--- src/rtl/tail_light_sched_pkg.sv ---
`default_nettype none
// ============================================================================
//  Module   : tail_light_pkg
//  Purpose  : Shared definitions for the tail-light scheduler: FSM state
//             encodings and the 6-bit lamp patterns (1 = lit, [5:3] left with
//             bit5 outermost, [2:0] right with bit0 outermost).
//  Ports    : none (package)
//  Revision : 1.0  initial release
// ============================================================================
package tail_light_pkg;

   localparam int c_ST_W = 4;
   typedef logic [c_ST_W-1:0] state_t;

   localparam state_t c_ST_IDLE    = 4'd0;
   localparam state_t c_ST_L1      = 4'd1;
   localparam state_t c_ST_L2      = 4'd2;
   localparam state_t c_ST_L3      = 4'd3;
   localparam state_t c_ST_R1      = 4'd4;
   localparam state_t c_ST_R2      = 4'd5;
   localparam state_t c_ST_R3      = 4'd6;
   localparam state_t c_ST_HAZ_ON  = 4'd7;
   localparam state_t c_ST_HAZ_OFF = 4'd8;

   localparam logic [5:0] c_LAMP_DARK = 6'b000_000;
   localparam logic [5:0] c_LAMP_L1   = 6'b001_000;
   localparam logic [5:0] c_LAMP_L2   = 6'b011_000;
   localparam logic [5:0] c_LAMP_L3   = 6'b111_000;
   localparam logic [5:0] c_LAMP_R1   = 6'b000_100;
   localparam logic [5:0] c_LAMP_R2   = 6'b000_110;
   localparam logic [5:0] c_LAMP_R3   = 6'b000_111;
   localparam logic [5:0] c_LAMP_ALL  = 6'b111_111;

   // Brake lights the half of the bank not used by the turn sequence.
   localparam logic [5:0] c_BRAKE_L   = 6'b000_111;
   localparam logic [5:0] c_BRAKE_R   = 6'b111_000;

endpackage : tail_light_pkg
`default_nettype wire

--- src/rtl/tail_light_sched_prescaler.sv ---
`default_nettype none
// ============================================================================
//  Module   : step_prescaler
//  Purpose  : Free-running DIV_W-bit counter producing a one-clk step tick
//             every 2**DIV_W clocks (tick while the counter is all-ones).
//  Ports    : clk  - board clock
//             rst  - synchronous, active-low reset (counter to zero)
//             tick - one-cycle step strobe
//  Revision : 1.0  initial release
// ============================================================================
module step_prescaler #(
   parameter int DIV_W = 23
) (
   input  logic clk,
   input  logic rst,
   output logic tick
);

   logic [DIV_W-1:0] r_cnt;

   always_ff @(posedge clk) begin
      if (!rst) begin
         r_cnt <= '0;
      end else begin
         r_cnt <= r_cnt + 1'b1;
      end
   end

   // First tick lands 2**DIV_W clocks after reset release.
   assign tick = &r_cnt;

endmodule : step_prescaler
`default_nettype wire

--- src/rtl/tail_light_sched.sv ---
`default_nettype none
// ============================================================================
//  Module   : tail_light_sched
//  Purpose  : Tail-light scheduler. Arbitrates left/right turn, hazard and
//             brake requests, runs the outward-chase turn pattern at the
//             prescaled step rate and drives active-low LEDs.
//  Ports    : clk     - board clock
//             rst     - synchronous, active-low reset
//             l_req   - left turn request (level)
//             r_req   - right turn request (level)
//             haz_req - hazard request (level)
//             brake   - brake pedal (level)
//             led     - 6-bit active-low lamp drive, [5:3] left, [2:0] right
//             busy    - high while the sequencer is not idle
//  Revision : 1.0  initial release
// ============================================================================
module tail_light_sched
   import tail_light_pkg::*;
#(
   parameter int DIV_W = 23
) (
   input  logic       clk,
   input  logic       rst,
   input  logic       l_req,
   input  logic       r_req,
   input  logic       haz_req,
   input  logic       brake,
   output logic [5:0] led,
   output logic       busy
);

   logic       w_tick;
   logic       w_hz;
   logic       w_l_rev;
   logic       w_r_rev;
   state_t     r_state;
   state_t     w_next_state;
   logic [5:0] w_lamp;
   logic [5:0] r_led;
   logic       r_busy;

   step_prescaler #(
      .DIV_W (DIV_W)
   ) u_prescaler (
      .clk  (clk),
      .rst  (rst),
      .tick (w_tick)
   );

   // Both turn requests together behave as a hazard request.
   assign w_hz    = haz_req | (l_req & r_req);
   // Opposite-side-only request aborts a running turn sequence.
   assign w_l_rev = r_req & ~l_req;
   assign w_r_rev = l_req & ~r_req;

   // ---------------- state register ----------------
   always_ff @(posedge clk) begin
      if (!rst) begin
         r_state <= c_ST_IDLE;
      end else begin
         r_state <= w_next_state;
      end
   end

   // ---------------- next-state logic ----------------
   always_comb begin
      w_next_state = r_state;
      case (r_state)
         c_ST_IDLE: if (w_tick) begin
            if (w_hz)       w_next_state = c_ST_HAZ_ON;
            else if (l_req) w_next_state = c_ST_L1;
            else if (r_req) w_next_state = c_ST_R1;
         end
         c_ST_L1: if (w_tick) begin
            if (w_hz)         w_next_state = c_ST_HAZ_ON;
            else if (w_l_rev) w_next_state = c_ST_IDLE;
            else              w_next_state = c_ST_L2;
         end
         c_ST_L2: if (w_tick) begin
            if (w_hz)         w_next_state = c_ST_HAZ_ON;
            else if (w_l_rev) w_next_state = c_ST_IDLE;
            else              w_next_state = c_ST_L3;
         end
         c_ST_L3: if (w_tick) w_next_state = c_ST_IDLE;
         c_ST_R1: if (w_tick) begin
            if (w_hz)         w_next_state = c_ST_HAZ_ON;
            else if (w_r_rev) w_next_state = c_ST_IDLE;
            else              w_next_state = c_ST_R2;
         end
         c_ST_R2: if (w_tick) begin
            if (w_hz)         w_next_state = c_ST_HAZ_ON;
            else if (w_r_rev) w_next_state = c_ST_IDLE;
            else              w_next_state = c_ST_R3;
         end
         c_ST_R3: if (w_tick) w_next_state = c_ST_IDLE;
         c_ST_HAZ_ON: if (w_tick) w_next_state = c_ST_HAZ_OFF;
         c_ST_HAZ_OFF: if (w_tick) begin
            if (w_hz) w_next_state = c_ST_HAZ_ON;
            else      w_next_state = c_ST_IDLE;
         end
         // Unused encodings fall back to IDLE immediately, not on a tick.
         default: w_next_state = c_ST_IDLE;
      endcase
   end

   // ---------------- output decode (pattern + brake overlay) ----------------
   always_comb begin
      w_lamp = c_LAMP_DARK;
      case (w_next_state)
         c_ST_IDLE:    w_lamp = brake ? c_LAMP_ALL : c_LAMP_DARK;
         c_ST_L1:      w_lamp = c_LAMP_L1 | (brake ? c_BRAKE_L : c_LAMP_DARK);
         c_ST_L2:      w_lamp = c_LAMP_L2 | (brake ? c_BRAKE_L : c_LAMP_DARK);
         c_ST_L3:      w_lamp = c_LAMP_L3 | (brake ? c_BRAKE_L : c_LAMP_DARK);
         c_ST_R1:      w_lamp = c_LAMP_R1 | (brake ? c_BRAKE_R : c_LAMP_DARK);
         c_ST_R2:      w_lamp = c_LAMP_R2 | (brake ? c_BRAKE_R : c_LAMP_DARK);
         c_ST_R3:      w_lamp = c_LAMP_R3 | (brake ? c_BRAKE_R : c_LAMP_DARK);
         c_ST_HAZ_ON:  w_lamp = c_LAMP_ALL;
         c_ST_HAZ_OFF: w_lamp = c_LAMP_DARK;
         default:      w_lamp = c_LAMP_DARK;
      endcase
   end

   // LED drive is registered from the next state so a state change shows
   // one clk after its tick edge and brake changes show one clk after sampling.
   always_ff @(posedge clk) begin
      if (!rst) begin
         r_led  <= 6'b111_111;
         r_busy <= 1'b0;
      end else begin
         r_led  <= ~w_lamp;
         r_busy <= (w_next_state != c_ST_IDLE);
      end
   end

   assign led  = r_led;
   assign busy = r_busy;

endmodule : tail_light_sched
`default_nettype wire

--- config.mk ---
export PLATFORM = sky130hd
export DESIGN_NAME = tail_light_sched
export DESIGN_NICKNAME = d
export VERILOG_FILES = /design/src/rtl/tail_light_sched_pkg.sv /design/src/rtl/tail_light_sched_prescaler.sv /design/src/rtl/tail_light_sched.sv
export SDC_FILE = /design/constraint.sdc
export NUM_CORES = 1
export LEC_CHECK = 0
export BUFFER_PORTS_ARGS = -buffer_cell sky130_fd_sc_hd__buf_2
export CELL_PAD_IN_SITES_DETAIL_PLACEMENT = 0
export CELL_PAD_IN_SITES_GLOBAL_PLACEMENT = 1
export CORE_ASPECT_RATIO = 1.75
export CORE_MARGIN = 1
export CORE_UTILIZATION = 40
export DETAILED_ROUTE_END_ITERATION = 10
export PLACE_DENSITY_LB_ADDON = 0.1
export SLEW_MARGIN = 15
export SYNTH_ARGS = -nofsm -noshare
export SYNTH_HDL_FRONTEND = slang
export SYNTH_SLANG_ARGS = --single-unit
--- constraint.sdc ---
create_clock -name clk -period 3.4 [get_ports clk]
set_clock_uncertainty 0.15 [all_clocks]
set_input_delay 0.68 -clock clk [delete_from_list [all_inputs] [get_ports clk]]
set_output_delay 0.68 -clock clk [all_outputs]
set_load 0.005 [all_outputs]
Yosys cells after proc, flatten, opt, wreduce, memory -nomap -nowiden
Cells that the tools add are included.

Register bits after elaboration: 34. Bits in latches: 0. Memory bits (writable): 0. Bits in read-only memories: 0. Input port bits: 6. Output and inout port bits: 7. Word-level logic and storage cells: 57. Memories: 0.

Add/sub/neg operators: 1. Multiply operators: 0. Divide/modulo/power cells: 0. Magnitude comparators: 0. Eq/ne operators: 15. Shifts and indexed selects: 0. Mux-type cells: 25. Bitwise gates (word level): 7. Reduce and logical (&&, ||, !) cells: 5.

Operator list (number): $pmux W6 S8 (1); $mux W4 (11); $eq A4 B3 Y1 const B (8); $pmux W4 S8 (1); $mux W3 (8); $add A23 B1 Y23 const B (1); $reduce_and A23 Y1 (1); $eq A4 B2 Y1 const B (4); $mux W6 (2); $eq A4 B1 Y1 const B (2); $logic_not A4 Y1 (2); $not A6 Y6 (1); $eq A4 B4 Y1 const B (1); $mux W2 (2); $reduce_bool A4 Y1 (1); $and A1 B1 Y1 (3); $not A1 Y1 (2); $reduce_or A2 Y1 (1); $or A1 B1 Y1 (1).

Logic depth before layout (Yosys ltp)
Gate-level depths: netlist of run 1.

Depth in word-level cells: 9. Depth in mapped cells: 9.

Hierarchy
Synthesis of run 1 repeated with hierarchy kept, for this count alone.

Cells, all modules: 204. Area, all modules: 1742.9 sq um.

By module, submodules not included: step_prescaler (instances 1, cells each 122, area an instance 1024.7 sq um, seq. area each 460.4 sq um); tail_light_sched (instances 1, cells each 82, area an instance 718.2 sq um, seq. area each 220.2 sq um).

Worst setup path after synthesis of run 1
Ideal clock, no wire load.

Path type: flip-flop to flip-flop. Start: register u_prescaler.r_cnt[0]. End: register r_busy (netlist: busy). Arrival: 2003 ps. Setup slack: 1127 ps. Cell stages (with the launch flop): 10. Path buffers: 1. Clock period less this slack: 2273 ps. Cells stage by stage: dfxtp_1 -> ha_1 -> and4_1 -> and3_1 -> buf_6 -> and4_1 -> a211oi_2 -> a21oi_1 -> or2_1 -> o31a_1.

Word-level cells in the longest chain between the ends: 4. Elaborated cells between the ends (all ways): 11. Those cells by class: mux (9); reduce/logical (2).

RTL lines: from (decl) (line tail_light_sched_prescaler.sv:19) `logic [DIV_W-1:0] r_cnt;`; from (signal assigned) (line tail_light_sched_prescaler.sv:25) `r_cnt <= r_cnt + 1'b1;`; $reduce_and A23 Y1 (*) (line tail_light_sched_prescaler.sv:30) `assign tick = &r_cnt;`; $mux W4 (tied with other cells) (line tail_light_sched.sv:97) `c_ST_HAZ_OFF: if (w_tick) begin`; $pmux W4 S8 (*) (line tail_light_sched.sv:68) `case (r_state)`; $reduce_bool A4 Y1 (*) (line tail_light_sched.sv:131) `r_busy <= (w_next_state != c_ST_IDLE);`; to (signal assigned) (line tail_light_sched.sv:131); to (decl) (line tail_light_sched.sv:40) `logic r_busy;`.

Mark *: on every way between the ends. The rest lies on a longest branch, timed or not. A chain may end at the register's enable or synchronous reset.

Final worst setup path of run 1
Start: register u_prescaler.r_cnt[0]. End: register r_led[4] (netlist: led[4]).

Word-level cells in the longest chain between the ends: 6. Elaborated cells between the ends (all ways): 20. Those cells by class: eq/ne (7); mux (10); bitwise (1); reduce/logical (2).

RTL lines: $reduce_and A23 Y1 (*) (line tail_light_sched_prescaler.sv:30); $mux W4 (tied with other cells) (line tail_light_sched.sv:97); $pmux W4 S8 (*) (line tail_light_sched.sv:68); $eq A4 B3 Y1 (tied with other cells) (line tail_light_sched.sv:109) `case (w_next_state)`; $pmux W6 S8 (*) (line tail_light_sched.sv:109); $not A6 Y6 (*) (line tail_light_sched.sv:130) `r_led <= ~w_lamp;`; to (signal assigned) (line tail_light_sched.sv:130); to (decl) (line tail_light_sched.sv:39) `logic [5:0] r_led;`.

Marks and branches as above.

==> qor.yml, run 1 <==
status:
  outcome: "finished clean"
logic_synthesis:
  synthFlopType: "dfxtp_1"
  synth_edf_count: 0
  syn_inst: 190
  synth_seq_area_share: 0.4057
  synth.avg_cell_area_um2: 8.831
  ys_ff_latch: 34
  syn_nets: 197
  synth_warnings: 0
  async_flop_share: 0
  syn_area_um2: 1678
  synth_cell_type_count: 48
clock_network:
  cts_hold_buf: 0
  clock_sinks: 34
  clockBufferDepth: 2
  cts_resized: 0
  cts_tree: "done"
  cts.clk_slew.worst_paths_ns: 0.07
  cts_buffers: 5
  htreeDepth: 2
  post_cts_buffers: 0
  clk_latency_ns: 0.28
  ctsRootBufferMaster: "clkbuf_8"
pwr:
  power_density_nw_per_um2: 436.7
  seqPwrFrac: 0.500
  leakage_nw: 0.6802
  peakVddDrop_v: 0.0004028
  intPower_mw: 0.6523
  swShare: 0.2019
  p_sw_mw: 0.1650
  pwr-share-comb: 0.037
  clockPowerShare: 0.463
die:
  die_w_um: 50.96
  start_util: 0.4257
  rows: 30
  die_h_um: 87.68
  die-area_um2: 4468
  coreArea_um2: 3941
  ios: 13
cells_and_area:
  drive_above_1_share: 0.1527
  final_cells: 251
  final_area_um2: 1872
  syn_to_final_growth_pct: 11.56
  diodes: 0
  finalCoreUtilization: 0.4749
  nNetsFinal: 210
worst_hold_path:
  min_to: "u_prescaler.r_cnt[0]"
  hp-start: "u_prescaler.r_cnt[0]"
  hold_path.class: "flop to flop"
  hold_depth: 1
setup_path:
  reg2reg_from: "u_prescaler.r_cnt[0]"
  crit_path_max_fanout: 10
  r2r_end: "led[4]"
  r2r_cells: 8
  worst-setup-path-type: "flop to flop"
  critPathLaunchType: "flop"
  reg2reg_slack_ns: 0.86
  endpoint_kind: "flop"
  cp.required_ns: 3.40
  cp.arrival_ns: 2.53
detailed_routing:
  wl_per_cell_um: 13.57
  post-route-drc-count: 0
  drt_iter0_markers: 25
  first_pass_iters: 4
  num_vias: 1376
  antenna_left: 0
  drt-vias-per-instance: 5.482
  wl_mm: 3.407
sta:
  slew_viol_final: 0
  relSlewSlack: 0.5150
  finalCriticalPeriod_ns: 2.538
  fmax_mhz: 394.0
  hold_viol_final: 0
  tns_ns: 0
  setup_violations: 0
  tightest_slew_ns: 0.7266
  grt_setup_unrepaired: "false"
  timing.final.crit_share: 0.7464
place:
  finalWeightedCongestion: 0.8056
  postPlaceCellArea_um2: 1759
  place_hpwl_mm: 2.531
  placed_cells: 244
  port_buffers: 12
global_routing:
  grt_pass1_vias: 1399
  grt_max_degree: 25
  antenna_found_initial: 0
  grt_pass1_wl_mm: 6.044
  overflow: 0
  track_usage: 0.1810
job:
  maxCapViolCount: 0
-- stage by stage --
stage / total power [mW] / worst slack (ns) / hold WS, ns
CTS: 0.8302 / 0.8484 / 0.3155
detailed placement: 0.4489 / 0.8416 / 0.2992
global placement: 0.4481 / 0.8385 / 0.2903
floorplan: 0.4342 / 1.127 / 0.2760
global route: 0.8567 / 0.6487 / 0.3506
finish: 0.8173 / 0.8622 / 0.3086
-- kinds of logic after synthesis --
logic type / Yosys count / synth area share
simple gates: 97 / 0.3363
flops: 34 / 0.4057
compound gates: 26 / 0.1059
xor+xnor: 20 / 0.1044
buf+inv: 11 / 0.03430
mux: 1 / 0.005966
fa+ha+maj: 1 / 0.007456
-- critical path: stages (launching register included) --
cell,delay [ns]
dfxtp_1,0.36
ha_1,0.23
and4_1,0.25
and3_1,0.40
and4_1,0.27
a211oi_2,0.05
a21oi_1,0.39
or3_4,0.21
o2111ai_1,0.09
-- Yosys cell counts (2+ instances only) --
library cell	n	area (um^2)
nand4_1	7	43.79
and2_1	5	31.28
xor2_1	16	140.1
buf_6	2	22.52
nor2_1	33	123.9
and4_1	3	26.28
dfxtp_1	34	680.7
a21oi_1	5	25.02
o21ai_0	5	25.02
a31oi_1	3	18.77
inv_1	5	18.77
nand2b_1	2	12.51
clkbuf_1	3	11.26
xnor2_1	4	35.03
nor4_2	2	25.02
and3_1	5	31.28
nand3_1	13	65.06
nand2_1	13	48.80
-- power groups by stage --
stage          logic [mW]  registers [mW]  clock network (mW)
4_1_cts            0.0311           0.409               0.390
3_5_place_dp       0.0310           0.418                   0
5_1_grt            0.0351           0.409               0.412
3_3_place_gp       0.0306           0.418                   0
6_report           0.0304           0.409               0.378
2_1_floorplan      0.0163           0.418                   0
-- placed cells by master, fill, tap and decap left out, drive strengths merged, types with 2 or more instances in the layout --
cell type,n
dfxtp,34
a31oi,3
o21ai,6
nand2b,2
clkbuf,6
nor2,34
a21oi,5
inv,5
nand4,8
or3,2
xnor2,4
and2,5
nand3,13
and4,4
xor2,16
and3,6
nor3,2
nor4,2
a211oi,2
nand2,13
buf,12
-- flip-flops by register name, summed over array words and instances (netlist names) --
name	count
busy	1
led	6
r_state	4
u_prescaler.r_cnt	23
-- how the worst max path moves through the flow --
stage / start / to / slack, ns / cells past startpoint
2_1_floorplan: u_prescaler.r_cnt[0] / busy / 1.13 / 9
3_3_place_gp: l_req / busy / 0.84 / 8
6_report: u_prescaler.r_cnt[0] / led[4] / 0.86 / 8
3_5_place_dp: l_req / busy / 0.84 / 8
5_1_grt: u_prescaler.r_cnt[0] / led[4] / 0.65 / 8
4_1_cts: u_prescaler.r_cnt[0] / led[4] / 0.85 / 8
-- metal layers --
layer / vias up / wire [um] / share of wire / global-route usage
met5: - / 0 / 0 / 0
li1: 692 / - / - / -
met4: 0 / 68 / 0.020 / 0.07828
met1: 656 / 1272 / 0.37 / 0.1646
met3: 7 / 86 / 0.025 / 0.05208
met2: 21 / 1980 / 0.58 / 0.3553
-- cell type report --
cell class	count	area, um^2
Clock buffer	6	82.58
Clock inverter	1	30.03
Fill cell	402	2069
Inverter	5	18.77
Multi-Input combinational cell	145	939.7
Sequential cell	34	680.7
Tap cell	48	60.06
Timing Repair Buffer	12	60.06
No activity file was read; power rests on OpenSTA's default activity.
==> run 2, diff against run 1 <==
--- a/config.mk
+++ b/config.mk
@@ -5,12 +5,13 @@
 export SDC_FILE = /design/constraint.sdc
 export NUM_CORES = 1
 export LEC_CHECK = 0
+export ABC_AREA = 1
 export BUFFER_PORTS_ARGS = -buffer_cell sky130_fd_sc_hd__buf_2
 export CELL_PAD_IN_SITES_DETAIL_PLACEMENT = 0
 export CELL_PAD_IN_SITES_GLOBAL_PLACEMENT = 1
 export CORE_ASPECT_RATIO = 1.75
 export CORE_MARGIN = 1
-export CORE_UTILIZATION = 40
+export CORE_UTILIZATION = 39
 export DETAILED_ROUTE_END_ITERATION = 10
 export PLACE_DENSITY_LB_ADDON = 0.1
 export SLEW_MARGIN = 15
==> constraint.sdc (replaced) <==
create_clock -name clk -period 2.18 [get_ports clk]
set_clock_uncertainty 0.15 [all_clocks]
set_input_delay 0.436 -clock clk [delete_from_list [all_inputs] [get_ports clk]]
set_output_delay 0.436 -clock clk [all_outputs]
set_load 0.005 [all_outputs]
==> run 2 against run 1 <==
Maximum frequency grew 22%. Combinational power up 95%. First-iteration DRC count up 16%. Sequential share of layout area fell by 6.0 points. Die area increased by 14%. Critical path depth is 6 higher. Critical endpoint is now led[5]. Highest routed layer unchanged.
==> qor.yml, run 2 <==
global_routing:
  overflow: 0  # unchanged
  met1_usage: 0.1998  # +0.03524
  track_usage: 0.1861  # +0.005083
  use_met3: 0.04207  # -0.01001
  antenna_found_initial: 0  # unchanged
  grt_max_degree: 21  # -16%
  grt.met2_usage: 0.3222  # -0.03311
  grt_pass1_vias: 1593  # +14%
  grt_pass1_wl_mm: 6.893  # +14%
  busiest_layer: "met2"
cells_and_area:
  final_cells: 349  # +39%
  top_register: "u_prescaler.r_cnt"
  most-common-layout-cells: "nand2_1, inv_1, dfxtp_1"
  drive_above_1_share: 0.2828  # +0.1301
  n_fill_cell: 494  # +23%
  largest_reg_flops: 23  # unchanged
  finalCoreUtilization: 0.4843  # +0.009391
  nNetsFinal: 303  # +44%
  syn_to_final_growth_pct: 20.48
  diodes: 0  # unchanged
  final_common_cell: "nand2_1"
sta:
  hold_viol_final: 0  # unchanged
  hold_slack_ns: 0.2963  # -0.01228 ns
  relSlewSlack: 0.6238  # +0.1088
  setup_violations: 0  # unchanged
  tightest_slew_ns: 0.5637  # -0.1630 ns
  finalCriticalPeriod_ns: 2.086  # -0.4521 ns
  fmax_mhz: 479.5  # +22%
  timing.final.crit_share: 0.9567  # +0.2103
  slew_viol_final: 0  # unchanged
  grt_setup_unrepaired: "true"
  tns_ns: 0  # unchanged
job:
  maxCapViolCount: 0  # unchanged
logic_synthesis:
  synth_warnings: 0  # unchanged
  syn_nets: 274  # +39%
  syn_area_um2: 1876  # +12%
  async_flop_share: 0  # unchanged
  synth_seq_area_share: 0.3629  # -0.04276
  synth_edf_count: 0  # unchanged
  synth.avg_cell_area_um2: 7.025  # -20%
  ys_ff_latch: 34  # unchanged
  yosysTopAreaCellShare: 0.3629  # -0.04276
  yosysTopAreaCell: "dfxtp_1"
  yosysMostFrequentCell: "nand2_1"
  synthFlopType: "dfxtp_1"
  yosys-top-cells-count: "nand2_1, dfxtp_1, inv_1, nor2_1, nand3_1"
  synth_cell_type_count: 32  # -33%
  synth_area_leaders: "dfxtp_1, nand2_1, inv_1"
  syn_inst: 267  # +41%
detailed_routing:
  drt-vias-per-instance: 4.948  # -9.7%
  num_vias: 1727  # +26%
  first_pass_iters: 4  # unchanged
  wl_mm: 4.302  # +26%
  wl_per_cell_um: 12.33  # -9.2%
  post-route-drc-count: 0  # unchanged
  antenna_left: 0  # unchanged
  drt_iter0_markers: 29  # +16%
place:
  placed_cells: 334  # +37%
  port_buffers: 12  # unchanged
  finalWeightedCongestion: 0.8379  # +4.0%
  place_hpwl_mm: 3.134  # +24%
clock_network:
  htreeDepth: 2  # unchanged
  cts_buffers: 5  # unchanged
  cts.clk_slew.worst_paths_ns: 0.07  # about the same
  clk_latency_ns: 0.28  # about the same
  cts_tree: "done"
  ctsRootBufferMaster: "clkbuf_8"
  clockBufferDepth: 2  # unchanged
  clock_sinks: 34  # unchanged
worst_hold_path:
  hold_path.class: "flop to flop"
pwr:
  power_mw: 1.181  # +44%
  leakage_nw: 0.9645  # +42%
  power_density_nw_per_um2: 522.5  # +20%
  peakVddDrop_v: 0.0003718  # -7.7%
die:
  ios: 13  # unchanged
  die_h_um: 93.74  # +6.9%
  die-area_um2: 5101  # +14%
  rows: 33  # +10%
  start_util: 0.4020  # -0.02373
  coreArea_um2: 4666  # +18%
  die_w_um: 54.42  # +6.8%
setup_path:
  cp.arrival_ns: 2.11  # -0.42 ns
  reg2reg_slack_ns: 0.09  # -0.77 ns
  worst-setup-path-type: "flop to flop"
  critPathLaunchType: "flop"
  endpoint_kind: "flop"
  cp.required_ns: 2.20  # -1.20 ns
  crit_path_max_fanout: 8  # -2
status:
  outcome: "finished clean"
-- run 2: through the flow --
| step | instance area (um^2) | setup WS, ns |
|---|---|---|
| floorplan | 1876 | 0.1994 |
| global placement | 2037 | 0.04536 |
| detailed placement | 2037 | 0.03057 |
| CTS | 2128 | 0.02470 |
| global route | 2260 | -0.07299 |
| finish | 2260 | 0.09432 |
-- run 2: worst max-delay path, stage by stage, from the launching register on --
cell and delay [ns]:
dfxtp_4 0.36, ha_4 0.13, nand2_2 0.07, nor2_4 0.14, nand2_4 0.08, nor2_8 0.17
nand3_1 0.11, nand3_1 0.10, nand2_1 0.06, nor2_2 0.15, nand2_4 0.09, nor2_4 0.14
nand3_2 0.10, nand3_2 0.08, nand2_1 0.04
-- run 2: layout make-up --
type	instances	area (um^2)	area share
multi-input cells	192	1105	0.4889
flip-flops and latches	34	685.7	0.3034
clock buffers	7	86.33	0.03821
inverters	37	143.9	0.06368
clock inverters	1	5.005	0.002215
repair buffers	26	168.9	0.07475
well taps	52	65.06	0.02879
-- run 2: repair_timing --
item                                   CTS  global route
endpoints found under the hold margin    0             0
hold buffers                             0             0
setup endpoints to repair                0            10
gates resized for setup                  0            19
buffers inserted                         0             7
-- run 2: logic make-up after synthesis --
logic type | synth area share
AO/OA/AOI/OAI | 0.1174
XOR/XNOR | 0.01401
adder cells (fa/ha/maj) | 0.006670
buffers and inverters | 0.08539
flip-flops | 0.3629
AND/OR/NAND/NOR | 0.4136
-- run 2: worst paths after layout --
kind,to,cells after the start,start
setup / recovery,led[5],14,u_prescaler.r_cnt[0]
hold / removal,u_prescaler.r_cnt[0],1,u_prescaler.r_cnt[0]
setup reg to reg,led[5],14,u_prescaler.r_cnt[0]
hold reg to reg,u_prescaler.r_cnt[0],1,u_prescaler.r_cnt[0]
-- run 2: metal layers --
metal | wire length (um) | vias to the layer above
li1 | - | 906
met1 | 1777 | 776
met2 | 2267 | 31
met3 | 124 | 14
met4 | 133 | 0
met5 | 0 | -
-- run 2: power breakdown --
group	leakage [nW]	internal [mW]	total (mW)	switching, mW
sequential	0.277	0.632	0.638	0.00591
clock	0.0482	0.255	0.484	0.229
combinational	0.639	0.0223	0.0592	0.0368
total	0.965	0.909	1.18	0.272
==> run 3, diff against run 2 <==
--- a/config.mk
+++ b/config.mk
@@ -9,7 +9,6 @@
 export BUFFER_PORTS_ARGS = -buffer_cell sky130_fd_sc_hd__buf_2
 export CELL_PAD_IN_SITES_DETAIL_PLACEMENT = 0
 export CELL_PAD_IN_SITES_GLOBAL_PLACEMENT = 1
-export CORE_ASPECT_RATIO = 1.75
 export CORE_MARGIN = 1
 export CORE_UTILIZATION = 39
 export DETAILED_ROUTE_END_ITERATION = 10
==> run 3 against run 2 <==
Global-route usage down 1.3 points. Cell count is 0.29% higher. Register-to-register slack worse by 0.05 ns. Flip-flop and latch count did not move. Largest cell class unchanged. Critical path depth unchanged. Cell area is 2.4% higher. Largest power group unchanged.
==> qor.yml, run 3 (synthesis gave the netlist of run 2 again) <==
status:
  outcome: "finished clean"
die:
  die_w_um: 71.35  # +31%
  ios: 13  # unchanged
  die_h_um: 71.35  # -24%
  rows: 24  # -27%
  coreArea_um2: 4474  # -4.1%
  start_util: 0.4192  # +0.01720
  die-area_um2: 5090  # -0.21%
job:
  maxCapViolCount: 0  # unchanged
setup_path:
  r2r_end: "led[5]"
  cp.required_ns: 2.21  # about the same
  r2r_cells: 14  # unchanged
  slowest_delay_ns: 0.35  # about the same
  critPathLaunchType: "flop"
  reg2reg_slack_ns: 0.05  # -0.05 ns
  cpMaxStageDelayCell: "dfxtp_2"
  worst-setup-path-type: "flop to flop"
  cp_top_family: "simple AND/OR/NAND/NOR gates"
  crit_path_max_fanout: 7  # -1
  reg2reg_from: "u_prescaler.r_cnt[0]"
  cp.arrival_ns: 2.16  # +0.05 ns
  cp_common_cell: "nor2_4"
  crit_cells: 14  # unchanged
  path_cells: "ha_4, nand2_4, nor2_4, nand2_4, nor2_8, nand2_8, clkinv_8, o31ai_2, nor2_4, nor2_4, nor2_8, nand3_1, nand3_2, nand2_1"
  endpoint_kind: "flop"
  critPathBufInv: 1  # +1
clock_network:
  clock_sinks: 34  # unchanged
  cts_buffers: 5  # unchanged
  ctsRootBufferMaster: "clkbuf_8"
  cts.clk_slew.worst_paths_ns: 0.07  # about the same
  cts_tree: "done"
  htreeDepth: 2  # unchanged
  clockBufferDepth: 2  # unchanged
  clk_latency_ns: 0.28  # about the same
global_routing:
  overflow: 0  # unchanged
  grt_pass1_wl_mm: 6.920  # +0.39%
  track_usage: 0.1727  # -0.01338
  antenna_found_initial: 0  # unchanged
  grt_max_degree: 21  # unchanged
  grt_pass1_vias: 1658  # +4.1%
worst_hold_path:
  hp-start: "u_prescaler.r_cnt[21]"
  min_to: "u_prescaler.r_cnt[21]"
  hold_path.class: "flop to flop"
  hold_depth: 2  # +1
sta:
  hold_slack_ns: 0.2941  # -0.002227 ns
  slew_viol_final: 0  # unchanged
  grt_setup_unrepaired: "true"
  setup_violations: 0  # unchanged
  hold_viol_final: 0  # unchanged
  tightest_slew_ns: 0.5314  # -0.03225 ns
  relSlewSlack: 0.6453  # +0.02152
  timing.final.crit_share: 0.9784  # +0.02163
  setup_slack_ns: 0.04717  # -0.04716 ns
  fmax_mhz: 468.9  # -2.2%
  tns_ns: 0  # unchanged
  finalCriticalPeriod_ns: 2.133  # +0.04716 ns
cells_and_area:
  finalCoreUtilization: 0.5173  # +0.03303
  top_register: "u_prescaler.r_cnt"
  nNetsFinal: 305  # +0.66%
  largest_reg_flops: 23  # unchanged
  most-common-layout-cells: "nand2_1, inv_1, dfxtp_1"
  syn_to_final_growth_pct: 23.42
  drive_above_1_share: 0.2886  # +0.005762
  diodes: 0  # unchanged
  final_area_um2: 2315  # +2.4%
  final_cells: 350  # +0.29%
  final_common_cell: "nand2_1"
place:
  dp_slack_ns: -0.002806  # -0.03337 ns
  placed_cells: 335  # +0.30%
  place_hpwl_mm: 2.960  # -5.6%
  postPlaceCellArea_um2: 2044  # +0.37%
  port_buffers: 12  # unchanged
  finalWeightedCongestion: 0.8286  # -1.1%
detailed_routing:
  first_pass_iters: 4  # unchanged
  drt-vias-per-instance: 4.883  # -1.3%
  drt_iter0_markers: 77  # +170%
  antenna_left: 0  # unchanged
  wl_mm: 4.094  # -4.8%
  num_vias: 1709  # -1.0%
  wl_per_cell_um: 11.70  # -5.1%
  post-route-drc-count: 0  # unchanged
pwr:
  leakage_nw: 0.9753  # +1.1%
  power_mw: 1.297  # +9.9%
  power_density_nw_per_um2: 560.3  # +7.2%
  peakVddDrop_v: 0.0003722  # +0.10%
-- run 3: how the worst max path moves through the flow --
stage / slack, ns / endpoint / start
after global routing: -0.09 / led[4] / u_prescaler.r_cnt[0]
final: 0.05 / led[5] / u_prescaler.r_cnt[0]
after global placement: 0.02 / led[0] / u_prescaler.r_cnt[0]
after detailed placement: -0.003 / led[0] / u_prescaler.r_cnt[0]
after CTS: 0.003 / led[3] / u_prescaler.r_cnt[0]
after floorplan: 0.20 / led[3] / u_prescaler.r_cnt[0]
-- run 3: final cells by class --
| class | count | area [um^2] |
|---|---|---|
| tap | 52 | 65.06 |
| sequential | 34 | 684.4 |
| fill | 452 | 2160 |
| clock buffer | 6 | 82.58 |
| clock inverter | 1 | 30.03 |
| multi-input combinational | 193 | 1129 |
| timing repair buffer | 27 | 172.7 |
| inverter | 37 | 151.4 |
-- run 3: worst min-delay path, cell delays in order, from the launching register on --
cell and delay [ns]:
dfxtp_1 0.31, inv_1 0.04, a21oi_1 0.05
-- run 3: routing by layer --
metal  track usage  share of wire  vias up
met5             0              0        -
met4       0.07111          0.016        0
met3       0.04501          0.029        9
met2        0.3037           0.49       23
met1        0.1988           0.47      763
li1              -              -      914
-- run 3: repair_timing --
| action | CTS | global route |
|---|---|---|
| endpoints found under the setup margin | 2 | 7 |
| setup buffers | 0 | 7 |
| pin swaps | 2 | 15 |
| hold buffers | 0 | 0 |
| gates resized for setup | 0 | 21 |
| cloned | 0 | 1 |
-- run 3: power breakdown --
part	total, mW	switching [mW]	internal [mW]
combinational	0.0626	0.0371	0.0255
sequential	0.638	0.00556	0.632
clock	0.597	0.231	0.366
total	1.30	0.274	1.02
